**src/rtl/uart_rx_fifo_if.sv**
```systemverilog
// Read-side bus of uart_rx_fifo: pop handshake, FIFO status and sticky error flags.
interface uart_rx_fifo_if #(
  parameter int FIFO_DEPTH = 16
);
  localparam int CW = $clog2(FIFO_DEPTH) + 1;

  logic          rd_en;
  logic [7:0]    rd_data;
  logic          rd_valid;
  logic [CW-1:0] fifo_count;
  logic          frame_err;
  logic          overrun_err;
  logic          clr_err;

  modport master (
    output rd_en, clr_err,
    input  rd_data, rd_valid, fifo_count, frame_err, overrun_err
  );

  modport slave (
    input  rd_en, clr_err,
    output rd_data, rd_valid, fifo_count, frame_err, overrun_err
  );
endinterface

```
**src/rtl/uart_rx_fifo.sv**
```systemverilog
// 8N1 UART receiver, 16x oversampled with 2-of-3 majority voting, feeding a
// show-ahead byte FIFO with sticky framing/overrun flags.
//
// state    | meaning
// ---------+-----------------------------------------------------------
// ST_IDLE  | line idle, waiting for a 1->0 edge on rxd_s
// ST_START | validating the start bit; a high majority is a glitch
// ST_DATA  | shifting 8 data bits in, LSB first
// ST_STOP  | sampling the stop bit; high pushes the byte, low is an error
// ST_BREAK | line held low after a bad stop; wait for one high tick
module uart_rx_fifo #(
  parameter int CLK_HZ     = 50000000,
  parameter int BAUD       = 115200,
  parameter int FIFO_DEPTH = 16
) (
  input  logic          clk_clk,
  input  logic          reset_reset_n,
  input  logic          rxd,
  uart_rx_fifo_if.slave rd_bus
);
  localparam int OSR_DIV = CLK_HZ / (BAUD * 16);
  localparam int TW      = (OSR_DIV > 1) ? $clog2(OSR_DIV) : 1;
  localparam int AW      = $clog2(FIFO_DEPTH);
  localparam int CW      = AW + 1;

  typedef enum logic [2:0] {ST_IDLE, ST_START, ST_DATA, ST_STOP, ST_BREAK} state_t;

  state_t         state_q, state_d;
  logic           rxd_m, rxd_s, rxd_d;
  logic [TW-1:0]  tick_cnt;
  logic           tick;
  logic [3:0]     phase;
  logic           s7, s8, maj;
  logic [2:0]     bit_idx;
  logic [7:0]     shreg;
  logic           push, frame_set;
  logic [7:0]     mem [FIFO_DEPTH];
  logic [AW-1:0]  wr_ptr, rd_ptr;
  logic [CW-1:0]  count_q;
  logic           pop, full, push_ok, overrun_set;
  logic           frame_err_q, overrun_err_q;

  assign tick = (state_q != ST_IDLE) && (tick_cnt == TW'(OSR_DIV - 1));
  assign maj  = (s7 & s8) | (s7 & rxd_s) | (s8 & rxd_s);

  // Two-flop synchronizer plus a delayed copy for start-edge detection.
  always_ff @(posedge clk_clk or negedge reset_reset_n) begin
    if (!reset_reset_n) begin
      rxd_m <= 1'b1;
      rxd_s <= 1'b1;
      rxd_d <= 1'b1;
    end else begin
      rxd_m <= rxd;
      rxd_s <= rxd_m;
      rxd_d <= rxd_s;
    end
  end

  // Oversample tick divider; in BREAK any low sample restarts it so a tick means a full high tick.
  always_ff @(posedge clk_clk or negedge reset_reset_n) begin
    if (!reset_reset_n)
      tick_cnt <= '0;
    else if (state_q == ST_IDLE || tick || (state_q == ST_BREAK && !rxd_s))
      tick_cnt <= '0;
    else
      tick_cnt <= tick_cnt + TW'(1);
  end

  // Bit phase, majority samples, bit index and data shift register.
  always_ff @(posedge clk_clk or negedge reset_reset_n) begin
    if (!reset_reset_n) begin
      phase   <= '0;
      s7      <= 1'b1;
      s8      <= 1'b1;
      bit_idx <= '0;
      shreg   <= '0;
    end else begin
      if (state_q == ST_IDLE)
        phase <= '0;
      else if (tick)
        phase <= phase + 4'd1;
      if (tick && phase == 4'd7)
        s7 <= rxd_s;
      if (tick && phase == 4'd8)
        s8 <= rxd_s;
      if (state_q == ST_START)
        bit_idx <= '0;
      else if (state_q == ST_DATA && tick && phase == 4'd15)
        bit_idx <= bit_idx + 3'd1;
      if (state_q == ST_DATA && tick && phase == 4'd9)
        shreg <= {maj, shreg[7:1]};
    end
  end

  // FSM state register.
  always_ff @(posedge clk_clk or negedge reset_reset_n) begin
    if (!reset_reset_n)
      state_q <= ST_IDLE;
    else
      state_q <= state_d;
  end

  // FSM next state, byte push and framing-error strobe.
  always_comb begin
    state_d   = state_q;
    push      = 1'b0;
    frame_set = 1'b0;
    case (state_q)
      ST_IDLE:
        if (rxd_d && !rxd_s) state_d = ST_START;
      ST_START:
        if (tick) begin
          if (phase == 4'd9 && maj)  state_d = ST_IDLE;
          else if (phase == 4'd15)   state_d = ST_DATA;
        end
      ST_DATA:
        if (tick && phase == 4'd15 && bit_idx == 3'd7) state_d = ST_STOP;
      ST_STOP:
        if (tick && phase == 4'd9) begin
          if (maj) begin
            push    = 1'b1;
            state_d = ST_IDLE;
          end else begin
            frame_set = 1'b1;
            state_d   = ST_BREAK;
          end
        end
      ST_BREAK:
        if (tick) state_d = ST_IDLE;
      default:
        state_d = ST_IDLE;
    endcase
  end

  assign pop         = rd_bus.rd_en && (count_q != '0);
  assign full        = (count_q == CW'(FIFO_DEPTH));
  assign push_ok     = push && (!full || pop);
  assign overrun_set = push && full && !pop;

  // FIFO storage; contents need no reset because reads are gated by the count.
  always_ff @(posedge clk_clk) begin
    if (push_ok) mem[wr_ptr] <= shreg;
  end

  // FIFO pointers and occupancy.
  always_ff @(posedge clk_clk or negedge reset_reset_n) begin
    if (!reset_reset_n) begin
      wr_ptr  <= '0;
      rd_ptr  <= '0;
      count_q <= '0;
    end else begin
      if (push_ok) wr_ptr <= wr_ptr + AW'(1);
      if (pop)     rd_ptr <= rd_ptr + AW'(1);
      case ({push_ok, pop})
        2'b10:   count_q <= count_q + CW'(1);
        2'b01:   count_q <= count_q - CW'(1);
        default: count_q <= count_q;
      endcase
    end
  end

  // Sticky error flags; a new event in the same cycle as clr_err wins.
  always_ff @(posedge clk_clk or negedge reset_reset_n) begin
    if (!reset_reset_n) begin
      frame_err_q   <= 1'b0;
      overrun_err_q <= 1'b0;
    end else begin
      if (frame_set)           frame_err_q <= 1'b1;
      else if (rd_bus.clr_err) frame_err_q <= 1'b0;
      if (overrun_set)         overrun_err_q <= 1'b1;
      else if (rd_bus.clr_err) overrun_err_q <= 1'b0;
    end
  end

  assign rd_bus.rd_valid    = (count_q != '0);
  assign rd_bus.rd_data     = (count_q != '0) ? mem[rd_ptr] : 8'h00;
  assign rd_bus.fifo_count  = count_q;
  assign rd_bus.frame_err   = frame_err_q;
  assign rd_bus.overrun_err = overrun_err_q;
endmodule

```
**src/flat_wrapper.sv**
```systemverilog
// flat-port wrapper written by rule: the top's interface ports become plain ports
module uart_rx_fifo_flat 
#(
  parameter int CLK_HZ     = 50000000,
  parameter int BAUD       = 115200,
  parameter int FIFO_DEPTH = 16
)
  (clk_clk, reset_reset_n, rxd, rd_bus_rd_en, rd_bus_clr_err, rd_bus_rd_data, rd_bus_rd_valid, rd_bus_fifo_count, rd_bus_frame_err, rd_bus_overrun_err);
  uart_rx_fifo_if #(.FIFO_DEPTH(FIFO_DEPTH)) rd_bus_i ();
  input  logic clk_clk;
  input  logic reset_reset_n;
  input  logic rxd;
  input wire logic [$bits(rd_bus_i.rd_en)-1:0] rd_bus_rd_en;
  input wire logic [$bits(rd_bus_i.clr_err)-1:0] rd_bus_clr_err;
  output wire logic [$bits(rd_bus_i.rd_data)-1:0] rd_bus_rd_data;
  output wire logic [$bits(rd_bus_i.rd_valid)-1:0] rd_bus_rd_valid;
  output wire logic [$bits(rd_bus_i.fifo_count)-1:0] rd_bus_fifo_count;
  output wire logic [$bits(rd_bus_i.frame_err)-1:0] rd_bus_frame_err;
  output wire logic [$bits(rd_bus_i.overrun_err)-1:0] rd_bus_overrun_err;
  assign rd_bus_i.rd_en = rd_bus_rd_en;
  assign rd_bus_i.clr_err = rd_bus_clr_err;
  assign rd_bus_rd_data = rd_bus_i.rd_data;
  assign rd_bus_rd_valid = rd_bus_i.rd_valid;
  assign rd_bus_fifo_count = rd_bus_i.fifo_count;
  assign rd_bus_frame_err = rd_bus_i.frame_err;
  assign rd_bus_overrun_err = rd_bus_i.overrun_err;
  uart_rx_fifo #(.CLK_HZ(CLK_HZ), .BAUD(BAUD), .FIFO_DEPTH(FIFO_DEPTH)) u_core (.clk_clk(clk_clk), .reset_reset_n(reset_reset_n), .rxd(rxd), .rd_bus(rd_bus_i));
endmodule
```
**config.mk**
```make
export PLATFORM = sky130hd
export DESIGN_NAME = uart_rx_fifo_flat
export DESIGN_NICKNAME = d
export VERILOG_FILES = /design/src/rtl/uart_rx_fifo_if.sv /design/src/rtl/uart_rx_fifo.sv /design/src/flat_wrapper.sv
export SDC_FILE = /design/constraint.sdc
export NUM_CORES = 1
export LEC_CHECK = 0
export CORE_ASPECT_RATIO = 0.6
export CORE_MARGIN = 2
export CORE_UTILIZATION = 57
export CTS_BUF_LIST = sky130_fd_sc_hd__clkbuf_8
export DETAILED_ROUTE_END_ITERATION = 12
export GPL_TIMING_DRIVEN = 0
export PLACE_DENSITY = 0.78
export SLEW_MARGIN = 5
export SYNTH_ARGS = -nofsm -noshare
export SYNTH_HDL_FRONTEND = slang
export SYNTH_SLANG_ARGS = --single-unit
```
**constraint.sdc**
```tcl
create_clock -name clk_clk -period 2.5 [get_ports clk_clk]
set_clock_uncertainty 0.05 [all_clocks]
set_input_delay 0.375 -clock clk_clk [delete_from_list [all_inputs] [get_ports clk_clk]]
set_output_delay 0.375 -clock clk_clk [all_outputs]
set_load 0.02 [all_outputs]
```
==> results.json <==
{
  "fin_crit_sh_pct": 117.1,
  "worstPathMaxFanout": 8,
  "final_common_cell": "edfxtp_1",
  "avgRoutedWirePerCell_microns": 23.34,
  "crit_required_ps": 2080,
  "drive_gt1_share_pct": 34.68,
  "yosysTopAreaCell": "edfxtp_1",
  "first_global_vias": 4060,
  "violations": "negative setup slack",
  "grt_pass1_wl_microns": 23730,
  "clock-sinks": 171,
  "hold_path_class": "primary input to register",
  "cp-start-kind": "register",
  "drtIter0Drc": 386,
  "placementRows": 31,
  "clkPwrFrac_pct": 25.8,
  "fp.dieH_microns": 90.88,
  "path_cells": "buf_12, buf_12, mux4_2, mux4_2, nor2b_1, buf_2",
  "avgSynthCellArea_sq_um": 17.20,
  "core_sq_um": 12180,
  "drt-met1-wl_microns": 6880,
  "io_pins": 21,
  "synthFlopType": "edfxtp_1",
  "grt.overflow.total": 0,
  "pre_cts_slack_ps": -867.2,
  "max_stage_delay_ps": 580,
  "ys_top_cells_by_area": "edfxtp_1, dfrtp_1, mux4_2",
  "synth.distinct_cells": 50,
  "port_buffers": 20,
  "critPathArrivalTime_ps": 2500,
  "slew-limit-headroom_pct": 43.06,
  "diodes": 0,
  "final_util_pct": 70.24,
  "wl_met3_microns": 1202,
  "powerDensity_nw_per_um2": 810.6,
  "h-tree-depth": 4,
  "finalNonFillerCells": 661,
  "synth_edf_count": 128,
  "die_area_sq_um": 13520,
  "insertion_delay_ps": 450,
  "cts_tree": "built",
  "num-nets-final": 502,
  "final_cell_mix": "edfxtp_1, mux4_2, dfrtp_1",
  "async_flop_share_pct": 25.15,
  "via_count": 4046,
  "swShare_pct": 29.23,
  "antenna_found_initial": 0,
  "ir_worst_vdd_mv": 0.3651,
  "syn_inst": 417,
  "max_cap_viol_count": 0,
  "clock_path_buffers": 2,
  "netlist.area_leader.share_pct": 53.60,
  "p_sw_mw": 2.027,
  "tightest_slew_ps": 854.1,
  "ys_ff_latch": 171,
  "fmax_ghz": 0.3416,
  "die_x_microns": 148.8,
  "routed.top_layer": "met4",
  "finalSetupViolCount": 8,
  "fin_ws_ps": -427.2,
  "root_buffer": "clkbuf_8",
  "place_congestion": 0.8451,
  "critical_path.slowest_cell": "mux4_2",
  "cp-end-kind": "primary output",
  "comb_power_share_pct": 26.5,
  "grt_setup_unrepaired": "true",
  "dp.cells": 603,
  "min_period_ps": 2927,
  "avgViaCountPerCell": 6.121,
  "place.detailed.hpwl_microns": 9666,
  "ant_nets": 0,
  "yosysSeqAreaShare_pct": 68.70,
  "slew_violations": 0,
  "syn_area_sq_um": 7171,
  "status": "finished, violations left",
  "grt_max_degree": 24,
  "grt_util_all_layers_pct": 24.43,
  "dr_wl_met2_microns": 7217,
  "cellLeakagePower_nw": 3.413,
  "synth_nets": 436,
  "routed_wl_microns": 15430,
  "finalHoldViolCount": 0,
  "ys_warn_count": 0,
  "setup_tns_ps": -3222,
  "power_frac_seq_pct": 47.8,
  "clkTransAtPathRegs_ps": 80,
  "dr.pass1.iters": 5,
  "area_growth_pct": 19.30,
  "intPower_mw": 4.907,
  "crit_type": "register to primary output",
  "numCtsBuffers": 17,
  "start_util_pct": 58.88,
  "drc": 0
}
## power groups by stage
stage                     clock network, mW  registers [mW]  logic, mW
after CTS                              1.81            3.29       1.71
after detailed placement                  0            3.33       1.41
after floorplan                           0            3.35      0.991
after global routing                   1.92            3.33       1.97
after global placement                    0            3.32       1.35
final                                  1.79            3.31       1.83
## layout make-up
class                   count  area [sq um]
flip-flops and latches    171          4932
well taps                 165         206.4
multi-input cells         214          2313
repair buffers             50         536.8
fillers                   751          3625
plain buffers              18         170.2
clock inverters            14         106.4
inverters                  11         41.29
clock buffers              18         247.7
## per-stage QoR
step	area [sq um]	hold slack [ps]	power (mW)
6_report	8554	285.8	6.934
2_1_floorplan	7206	29.41	4.339
4_1_cts	8424	253.1	6.820
5_1_grt	8554	256.2	7.222
3_5_place_dp	7635	299.0	4.744
3_3_place_gp	7612	297.5	4.669
## layer usage
metal  GRT usage [%]  vias to the layer above
li1                -                     1751
met1           38.02                     2114
met2           35.34                      165
met3           6.111                       16
met4           5.635                        0
met5               0                        -
## worst paths after layout
check | end | slack, ps | startpoint | cells past startpoint
worst max-delay path | rd_bus_rd_data[1] | -430 | u_core.rd_ptr[0]$_DFFE_PN0P_ | 6
worst min-delay path | u_core.rxd_m$_DFF_PN1_ | 290 | rxd | 1
worst max register to register | u_core.rd_bus.fifo_count[4]$_DFFE_PN0P_ | 30 | u_core.rd_bus.fifo_count[1]$_DFFE_PN0P_ | 9
worst min register to register | u_core.rxd_s$_DFF_PN1_ | 310 | u_core.rxd_m$_DFF_PN1_ | 0
max in group asynchronous | u_core.rd_ptr[1]$_DFFE_PN0P_ | 1480 | reset_reset_n | 3
min in group asynchronous | u_core.wr_ptr[0]$_DFFE_PN0P_ | 400 | reset_reset_n | 2
## registers in the layout, summed over array words and instances (netlist names), 3 cells and up
register,count
u_core.mem,128
u_core.shreg,8
u_core.rd_bus.fifo_count,5
u_core.tick_cnt,5
u_core.phase,4
u_core.rd_ptr,4
u_core.wr_ptr,4
u_core.bit_idx,3
u_core.state_q,3
## synthesized netlist by cell type, drive strengths merged, types with 2 or more instances
cell type  instances
edfxtp           128
mux4              40
dfrtp             38
nor2              28
nand2             25
buf               15
ha                14
inv               11
mux2              10
xnor2             10
nand3              9
nor3               9
nor2b              8
clkbuf             6
nand4              6
o21ai              6
xor2               6
dfstp              5
a21oi              4
mux2i              4
nor4               4
o211ai             3
a31oi              2
and3b              2
nand2b             2
nand4b             2
nor3b              2
o22ai              2
## what timing repair did
action,4_1_cts,5_1_grt
endpoints found under the setup margin,140,122
endpoints found under the hold margin,17,0
setup buffers,23,3
hold buffers,1,0
pin swaps,10,6
cloned,1,2
gates resized for setup,92,18
## worst max-delay path: cells and delay by family, from the launching register on
kind                   cells  cell delay [ps]
and+or+nand+nor            1              140
buffers and inverters      3              460
muxes                      2             1060
DFF                        1              400
## logic make-up (layout without fill, tap and decap cells)
family / after synthesis / count (layout) / synth area share (%)
and+or+nand+nor: 103 / 103 / 7.206
buffers and inverters: 32 / 111 / 2.233
muxes: 54 / 54 / 14.87
AOI/OAI and AO/OA: 26 / 26 / 2.460
xor gates and xnor gates: 16 / 16 / 1.954
DFF: 171 / 171 / 68.70
adders and majority gates: 15 / 15 / 2.582
(Power assumes the default switching activity.)
